**src/rtl/noc_pe_iface.sv**
```systemverilog
// Network-on-chip processing-element interface: a TX FIFO from the PE to the switch
// and an RX FIFO from the switch to the PE, with filtering of misrouted and overflowing flits.
module noc_pe_iface #(
   parameter int unsigned X           = 2,
   parameter int unsigned Y           = 2,
   parameter int unsigned x_coord     = 0,
   parameter int unsigned y_coord     = 0,
   parameter int unsigned data_width  = 32,
   parameter int unsigned x_size      = 1,
   parameter int unsigned y_size      = 1,
   parameter int unsigned total_width = x_size + y_size + data_width,
   parameter int unsigned TX_DEPTH    = 4,
   parameter int unsigned RX_DEPTH    = 8
) (
   input  logic                   clk,
   input  logic                   rstn,
   input  logic                   s_valid,
   output logic                   s_ready,
   input  logic [data_width-1:0]  s_data,
   input  logic [x_size-1:0]      s_dest_x,
   input  logic [y_size-1:0]      s_dest_y,
   output logic                   o_valid_sw,
   input  logic                   i_ready_sw,
   output logic [total_width-1:0] o_data_sw,
   input  logic                   i_valid_sw,
   input  logic [total_width-1:0] i_data_sw,
   output logic                   m_valid,
   input  logic                   m_ready,
   output logic [data_width-1:0]  m_data,
   output logic                   o_overflow,
   output logic [15:0]            o_drop_cnt,
   output logic [15:0]            o_misroute_cnt
);

   localparam int unsigned HDR_W = x_size + y_size;
   localparam int unsigned TX_AW = $clog2(TX_DEPTH);
   localparam int unsigned TX_CW = TX_AW + 1;
   localparam int unsigned RX_AW = $clog2(RX_DEPTH);
   localparam int unsigned RX_CW = RX_AW + 1;

   // Reject parameter sets the pointer arithmetic and flit layout cannot support
   if (TX_DEPTH < 2 || (TX_DEPTH & (TX_DEPTH - 1)) != 0) begin : g_bad_tx_depth
      $error("TX_DEPTH must be a power of 2 and at least 2");
   end
   if (RX_DEPTH < 2 || (RX_DEPTH & (RX_DEPTH - 1)) != 0) begin : g_bad_rx_depth
      $error("RX_DEPTH must be a power of 2 and at least 2");
   end
   if (x_coord >= X || y_coord >= Y) begin : g_bad_coord
      $error("own coordinates lie outside the mesh");
   end
   if (total_width != HDR_W + data_width) begin : g_bad_width
      $error("total_width must equal x_size + y_size + data_width");
   end

   logic [total_width-1:0] tx_mem [TX_DEPTH];
   logic [data_width-1:0]  rx_mem [RX_DEPTH];

   logic             live_q;
   logic [TX_AW-1:0] tx_wr_q, tx_wr_d, tx_rd_q, tx_rd_d;
   logic [TX_CW-1:0] tx_cnt_q, tx_cnt_d;
   logic [RX_AW-1:0] rx_wr_q, rx_wr_d, rx_rd_q, rx_rd_d;
   logic [RX_CW-1:0] rx_cnt_q, rx_cnt_d;
   logic [15:0]      drop_q, drop_d, misr_q, misr_d;
   logic             ovf_q, ovf_d;

   logic tx_push, tx_pop, rx_push, rx_pop, rx_match, rx_space;

   assign s_ready        = live_q && (tx_cnt_q < TX_CW'(TX_DEPTH));
   assign o_valid_sw     = (tx_cnt_q != '0);
   assign o_data_sw      = tx_mem[tx_rd_q];
   assign m_valid        = (rx_cnt_q != '0);
   assign m_data         = rx_mem[rx_rd_q];
   assign o_overflow     = ovf_q;
   assign o_drop_cnt     = drop_q;
   assign o_misroute_cnt = misr_q;

   assign tx_push  = s_valid && s_ready;
   assign tx_pop   = o_valid_sw && i_ready_sw;
   assign rx_pop   = m_valid && m_ready;
   assign rx_match = (i_data_sw[x_size-1:0] == x_size'(x_coord)) &&
                     (i_data_sw[HDR_W-1:x_size] == y_size'(y_coord));
   // A full RX FIFO still has room when its head leaves in the same cycle
   assign rx_space = (rx_cnt_q != RX_CW'(RX_DEPTH)) || rx_pop;
   assign rx_push  = i_valid_sw && rx_match && rx_space;

   always_comb begin
      tx_wr_d  = tx_wr_q;
      tx_rd_d  = tx_rd_q;
      tx_cnt_d = tx_cnt_q;
      rx_wr_d  = rx_wr_q;
      rx_rd_d  = rx_rd_q;
      rx_cnt_d = rx_cnt_q;
      drop_d   = drop_q;
      misr_d   = misr_q;
      ovf_d    = ovf_q;

      if (tx_push) tx_wr_d = tx_wr_q + TX_AW'(1);
      if (tx_pop)  tx_rd_d = tx_rd_q + TX_AW'(1);
      if (tx_push && !tx_pop)      tx_cnt_d = tx_cnt_q + TX_CW'(1);
      else if (!tx_push && tx_pop) tx_cnt_d = tx_cnt_q - TX_CW'(1);

      if (rx_push) rx_wr_d = rx_wr_q + RX_AW'(1);
      if (rx_pop)  rx_rd_d = rx_rd_q + RX_AW'(1);
      if (rx_push && !rx_pop)      rx_cnt_d = rx_cnt_q + RX_CW'(1);
      else if (!rx_push && rx_pop) rx_cnt_d = rx_cnt_q - RX_CW'(1);

      if (i_valid_sw && !rx_match && misr_q != 16'hFFFF) misr_d = misr_q + 16'd1;
      if (i_valid_sw && rx_match && !rx_space) begin
         ovf_d = 1'b1;
         if (drop_q != 16'hFFFF) drop_d = drop_q + 16'd1;
      end
   end

   always_ff @(posedge clk) begin
      if (!rstn) begin
         live_q   <= 1'b0;
         tx_wr_q  <= '0;
         tx_rd_q  <= '0;
         tx_cnt_q <= '0;
         rx_wr_q  <= '0;
         rx_rd_q  <= '0;
         rx_cnt_q <= '0;
         drop_q   <= '0;
         misr_q   <= '0;
         ovf_q    <= 1'b0;
      end else begin
         live_q   <= 1'b1;
         tx_wr_q  <= tx_wr_d;
         tx_rd_q  <= tx_rd_d;
         tx_cnt_q <= tx_cnt_d;
         rx_wr_q  <= rx_wr_d;
         rx_rd_q  <= rx_rd_d;
         rx_cnt_q <= rx_cnt_d;
         drop_q   <= drop_d;
         misr_q   <= misr_d;
         ovf_q    <= ovf_d;
      end
   end

   // Storage is never reset; the pointers alone define what is valid
   always_ff @(posedge clk) begin
      if (tx_push) tx_mem[tx_wr_q] <= {s_data, s_dest_y, s_dest_x};
      if (rx_push) rx_mem[rx_wr_q] <= i_data_sw[total_width-1:HDR_W];
   end

endmodule

```
**config.mk**
```make
export PLATFORM = sky130hd
export DESIGN_NAME = noc_pe_iface
export DESIGN_NICKNAME = d
export VERILOG_FILES = /design/src/rtl/noc_pe_iface.sv
export SDC_FILE = /design/constraint.sdc
export NUM_CORES = 1
export LEC_CHECK = 0
export ABC_AREA = 0
export BUFFER_PORTS_ARGS = -buffer_cell sky130_fd_sc_hd__buf_2
export CAP_MARGIN = 20
export CORE_AREA = 3 3 268 270
export DETAILED_ROUTE_END_ITERATION = 8
export DIE_AREA = 0 0 271 273
export GPL_TIMING_DRIVEN = 0
export PLACE_DENSITY = 0.46
export SETUP_SLACK_MARGIN = 0.05
export SLEW_MARGIN = 0
export SYNTH_ARGS = -nofsm -noshare
export SYNTH_HDL_FRONTEND = slang
export SYNTH_SLANG_ARGS = --single-unit
```
**constraint.sdc**
```tcl
create_clock -name clk -period 5.69 [get_ports clk]
set_clock_uncertainty 0.1 [all_clocks]
set_input_delay 0.2845 -clock clk [delete_from_list [all_inputs] [get_ports clk]]
set_output_delay 0.2845 -clock clk [all_outputs]
set_load 0.005 [all_outputs]
```
After elaboration in Yosys (flattened, before gate mapping)

Memory sizes are Yosys's and may differ from the RTL's. A register that Yosys moved wholly into a read port is not among the register bits.
Index checks and enable logic that the tools add are counted.

Memories: 2
Word-level logic and storage cells: 67
RAM bits: 392
Output and inout port bits: 102
Input port bits: 74
Bits in registers: 51

Equality and inequality tests: 3
Bitwise operators: 2
$lt $le $gt $ge: 1
Muxes and demuxes: 13
Reduce and logical (&&, ||, !) cells: 26
Add/sub/neg operators: 10

Memories:

| memory | words | bits a word | read ports | clocked after memory_dff | wr ports | RTL line | text |
|---|---|---|---|---|---|---|---|
| rx_mem | 8     | 32          | 1          | 1                        | 1        | 56       | `logic [data_width-1:0] rx_mem [RX_DEPTH];` |
| tx_mem | 4     | 34          | 1          | 1                        | 1        | 55       | `logic [total_width-1:0] tx_mem [TX_DEPTH];` |

Operators with widths:

| cell                                               | number |
|---|---|
| adder 16 x 1 -> 16 bit (second input constant)     | 2 |
| != test 16 bit (second input constant)             | 2 |
| logical AND 1 bit                                  | 14 |
| 2-to-1 mux 3 bit                                   | 4 |
| adder 3 x 1 -> 3 bit (second input constant)       | 3 |
| 2-to-1 mux 4 bit                                   | 2 |
| logical NOT 1 bit                                  | 6 |
| 2-to-1 mux 1 bit                                   | 5 |
| adder 2 x 1 -> 2 bit (second input constant)       | 2 |
| adder 4 x 1 -> 4 bit (second input constant)       | 1 |
| 2-to-1 mux 2 bit                                   | 2 |
| != test 4 bit (second input constant)              | 1 |
| nonzero test 2 bit                                 | 2 |
| nonzero test 4 bit                                 | 1 |
| subtractor 4 x 1 -> 4 bit (second input constant)  | 1 |
| less-than comparator 3 bit (second input constant) | 1 |
| nonzero test 3 bit                                 | 1 |
| subtractor 3 x 1 -> 3 bit (second input constant)  | 1 |
| inverter 1 bit                                     | 2 |
| AND reduction 2 bit                                | 1 |
| logical OR 1 bit                                   | 1 |

Logic depth before layout (Yosys ltp)

Depth in word-level cells: 8
Depth in mapped cells: 10
Mapped depth without buffers: 10

Worst setup path before layout

No wires, ideal clock.

Kind: reg-to-reg
Start point: register rx_cnt_q[0]
End point: memory rx_mem[0][0], enable pin
Slack: 1.271 ns
Required time: 5.089 ns
Buffers on the path: 0
Clock period less this slack: 4.419 ns
Stages on the path, launching flop included: 4
Arrival time: 3.817 ns
Setup time: 0.501 ns
Path through: dfxtp_1 -> or3_1 -> o311ai_2 -> nor4_1

Cells in the longest elaborated chain, start to end: 6
Elaborated cells between the ends (all ways): 7
Classes of those cells: eq/ne (1); mux (2); reduce/logical (4)

RTL lines:

| element                                  | RTL line | text |
|---|---|---|
| start: declaration                       | 62       | `logic [RX_CW-1:0] rx_cnt_q, rx_cnt_d;` |
| start signal: assignment                 | 133      | `rx_cnt_q <= rx_cnt_d;` |
| nonzero test 4 bit                       | 71       | `assign m_valid = (rx_cnt_q != '0);` |
| logical AND 1 bit                        | 79       | `assign rx_pop = m_valid && m_ready;` |
| logical OR 1 bit *                       | 83       | `assign rx_space = (rx_cnt_q != RX_CW'(RX_DEPTH)) \|\| rx_pop;` |
| logical AND 1 bit *                      | 84       | `assign rx_push = i_valid_sw && rx_match && rx_space;` |
| 2-to-1 mux 1 bit *                       | 143      | `if (rx_push) rx_mem[rx_wr_q] <= i_data_sw[total_width-1:HDR_W];` |
| 2-to-1 mux 1 bit (not written as such) * | 143      |  |
| end: declaration                         | 56       |  |

Mark *: on every way between the ends. The rest lies on a longest branch, timed or not.

==> results.tsv <==
metric	value	unit
run_status	complete, no violations	
htree_levels	2	
synth_top_area_cell	edfxtp_1	
clk_pin_slew_worst_paths	0.06	ns
io_pins	176	
crit_fanout	10	
coreArea	69790	um^2
max_freq	288.0	MHz
slew_headroom	35.74	%
critPathBufInv	3	
area_growth	28.63	%
async_flop_share	0	%
min_period	3.472	ns
viasPerCell	4.315	
min_path_type	primary input to flop	
cp.required	5.31	ns
synth_cells	878	
wl_per_cell	19.23	um
finalNonFillerCells	2191	
synth_flop_cell	edfxtp_1	
cts_root_buffer	clkbuf_16	
rsz0062_at_grt	no	
ys_seq_area_share	74.43	%
grt_start_max_net_pins	30	
die_w	271	um
crit_path_top_delay_cell	clkbuf_1	
synth_edf_count	392	
drive_above_1_share	36.14	%
clock_path_buffers	3	
routed_wirelength	42130	um
grt_overflow	0	
layout_common_cells	edfxtp_1, buf_2, mux4_2	
cp-end-kind	output pin	
fin_nets	1294	
grt_pass1_vias	9926	
final.period_utilization	61.02	%
hold_ws	0.1415	ns
path_class	flop to output pin	
yosysUniqueCellTypes	47	
cp_top_family	buffers and inverters	
setup_slack	2.218	ns
vias	9454	
die-area	73980	um^2
cts.sinks	448	
post-route-util	31.93	%
critical_path_arrival	3.09	ns
dr.pass1.iters	4	
port_buffers	175	
critical_path.most_common_cell	clkbuf_1	
syn_avg_cell_area	19.73	um^2
synth_area_leaders	edfxtp_1, mux4_2, dfxtp_1, mux2_2, ha_1	
p_leak	7.359	nW
num_rows	97	
cp_slowest_stage_delay	0.69	ns
drt_iter0_drc	460	
post_cts_resized	0	
yosys_warnings	0	
cts_made_buffers	53	
cts_tree	done	
ir_drop	197.6	uV
gp_congestion	0.7391	
layout_commonest_cell	edfxtp_1	
synth_top_area_share	67.96	%
grt_pass1_wl	63210	um
p_per_area	382.9	nW/um^2
worst_pin_slew	0.9587	ns
track_usage	11.27	%
synth_area	17320	um^2
finalSetupViolations	0	
synth_seq_cells	448	
critPathLaunchType	flop	
start_util	24.82	%
path_cells	clkbuf_1 > clkbuf_1 > mux4_2 > mux2_2 > buf_2	
clock_latency	0.59	ns
dp_slack	2.413	ns
die_height	273	um
hold_viol	0	
drv_cap	0	
ant_nets	0	
synth.net_count	966	
dp_hpwl	28050	um
drv_slew	0	
dp.cells	2022	
antenna_found_initial	4	
post-route-drc-count	0	
==> flip-flops by register name, summed over array words and instances, names as in the netlist, named ones only <==
register / cells
o_drop_cnt: 16
live_q: 1
rx_cnt_q: 4
tx_rd_q: 2
tx_wr_q: 2
o_overflow: 1
o_misroute_cnt: 16
tx_cnt_q: 3
rx_mem: 256
rx_rd_q: 3
rx_wr_q: 3
tx_mem: 136
==> through the flow <==
step           cell area (um^2)  total power, mW  TNS [ns]
6_report                  22280            8.531         0
2_1_floorplan             17320            4.673         0
3_3_place_gp              19370            5.201   -271.45
3_5_place_dp              19820            5.225         0
4_1_cts                   22270            8.723         0
5_1_grt                   22280            8.931         0
==> tightest hold or removal path, stage by stage <==
cell and delay, ns:
buf_2 0.12, nor4b_2 0.08, nand2_1 0.07, or4_1 0.10
o211a_1 0.13
==> synth_stat cells, types with 2 or more instances <==
library cell	count
edfxtp_1	392
nor4_1	8
and3_1	4
a21oi_1	28
and4_1	5
inv_1	11
nor3b_1	2
nor2_1	23
o21ai_0	10
and2_1	6
nand2_1	28
nand4_1	12
buf_2	14
xnor2_1	3
mux2i_1	9
mux4_2	98
o31ai_1	12
or2_2	3
xor2_1	7
dfxtp_1	56
a21o_1	2
nor4b_2	2
nand2b_1	8
or4_1	16
buf_1	4
ha_1	12
nor3_1	7
o21a_1	3
nand3_1	12
clkbuf_1	21
buf_4	3
mux2_2	32
fa_1	2
or3_1	10
==> power by group <==
part           leakage, nW  internal (mW)  total (mW)  switching [mW]
sequential            3.99           3.68        3.73          0.0508
clock                0.858           2.06        3.40            1.34
combinational         2.51          0.720        1.40           0.684
total                 7.36           6.46        8.53            2.07
==> timing repair <==
item | 4_1_cts | 5_1_grt
hold endpoints to repair | 400 | 0
buffers inserted | 0 | 0
hold buffers | 69 | 0
==> area by class of cell <==
class	instances	area, um^2
inverter	11	41.29
fill	6796	47500
clock buffer	65	1393
multi-input combinational	377	4255
tap	940	1176
sequential	448	12890
clock inverter	32	367.9
timing repair buffer	273	1962
antenna	3	7.507
buffer	42	186.4
==> logic make-up after synthesis <==
| kind of cell | share of synthesized area [%] |
|---|---|
| buffers and inverters | 1.315 |
| XOR/XNOR | 0.5057 |
| AO/OA/AOI/OAI | 2.232 |
| adder cells (fa/ha/maj) | 1.098 |
| multiplexers | 15.34 |
| AND/OR/NAND/NOR | 5.078 |
| flip-flops | 74.43 |
==> metal layers <==
layer	GRT usage (%)	vias to the layer above	wire [um]
li1	-	4292	-
met1	14.83	4908	18780
met2	18.67	188	20500
met3	2.414	64	1974
met4	3.436	2	865
met5	0	-	13
==> worst paths after layout <==
check,endpoint,start,depth (start not counted),slack [ns]
worst max-delay path,m_data[13],flop,5,2.22
worst min-delay path,o_drop_cnt[12],i_data_sw[1],5,0.14
worst max register to register,rx_cnt_q[3],rx_cnt_q[0],10,2.43
worst min register to register,o_overflow,o_overflow,1,0.38
Note: power is estimated with default switching activity, not from simulation.
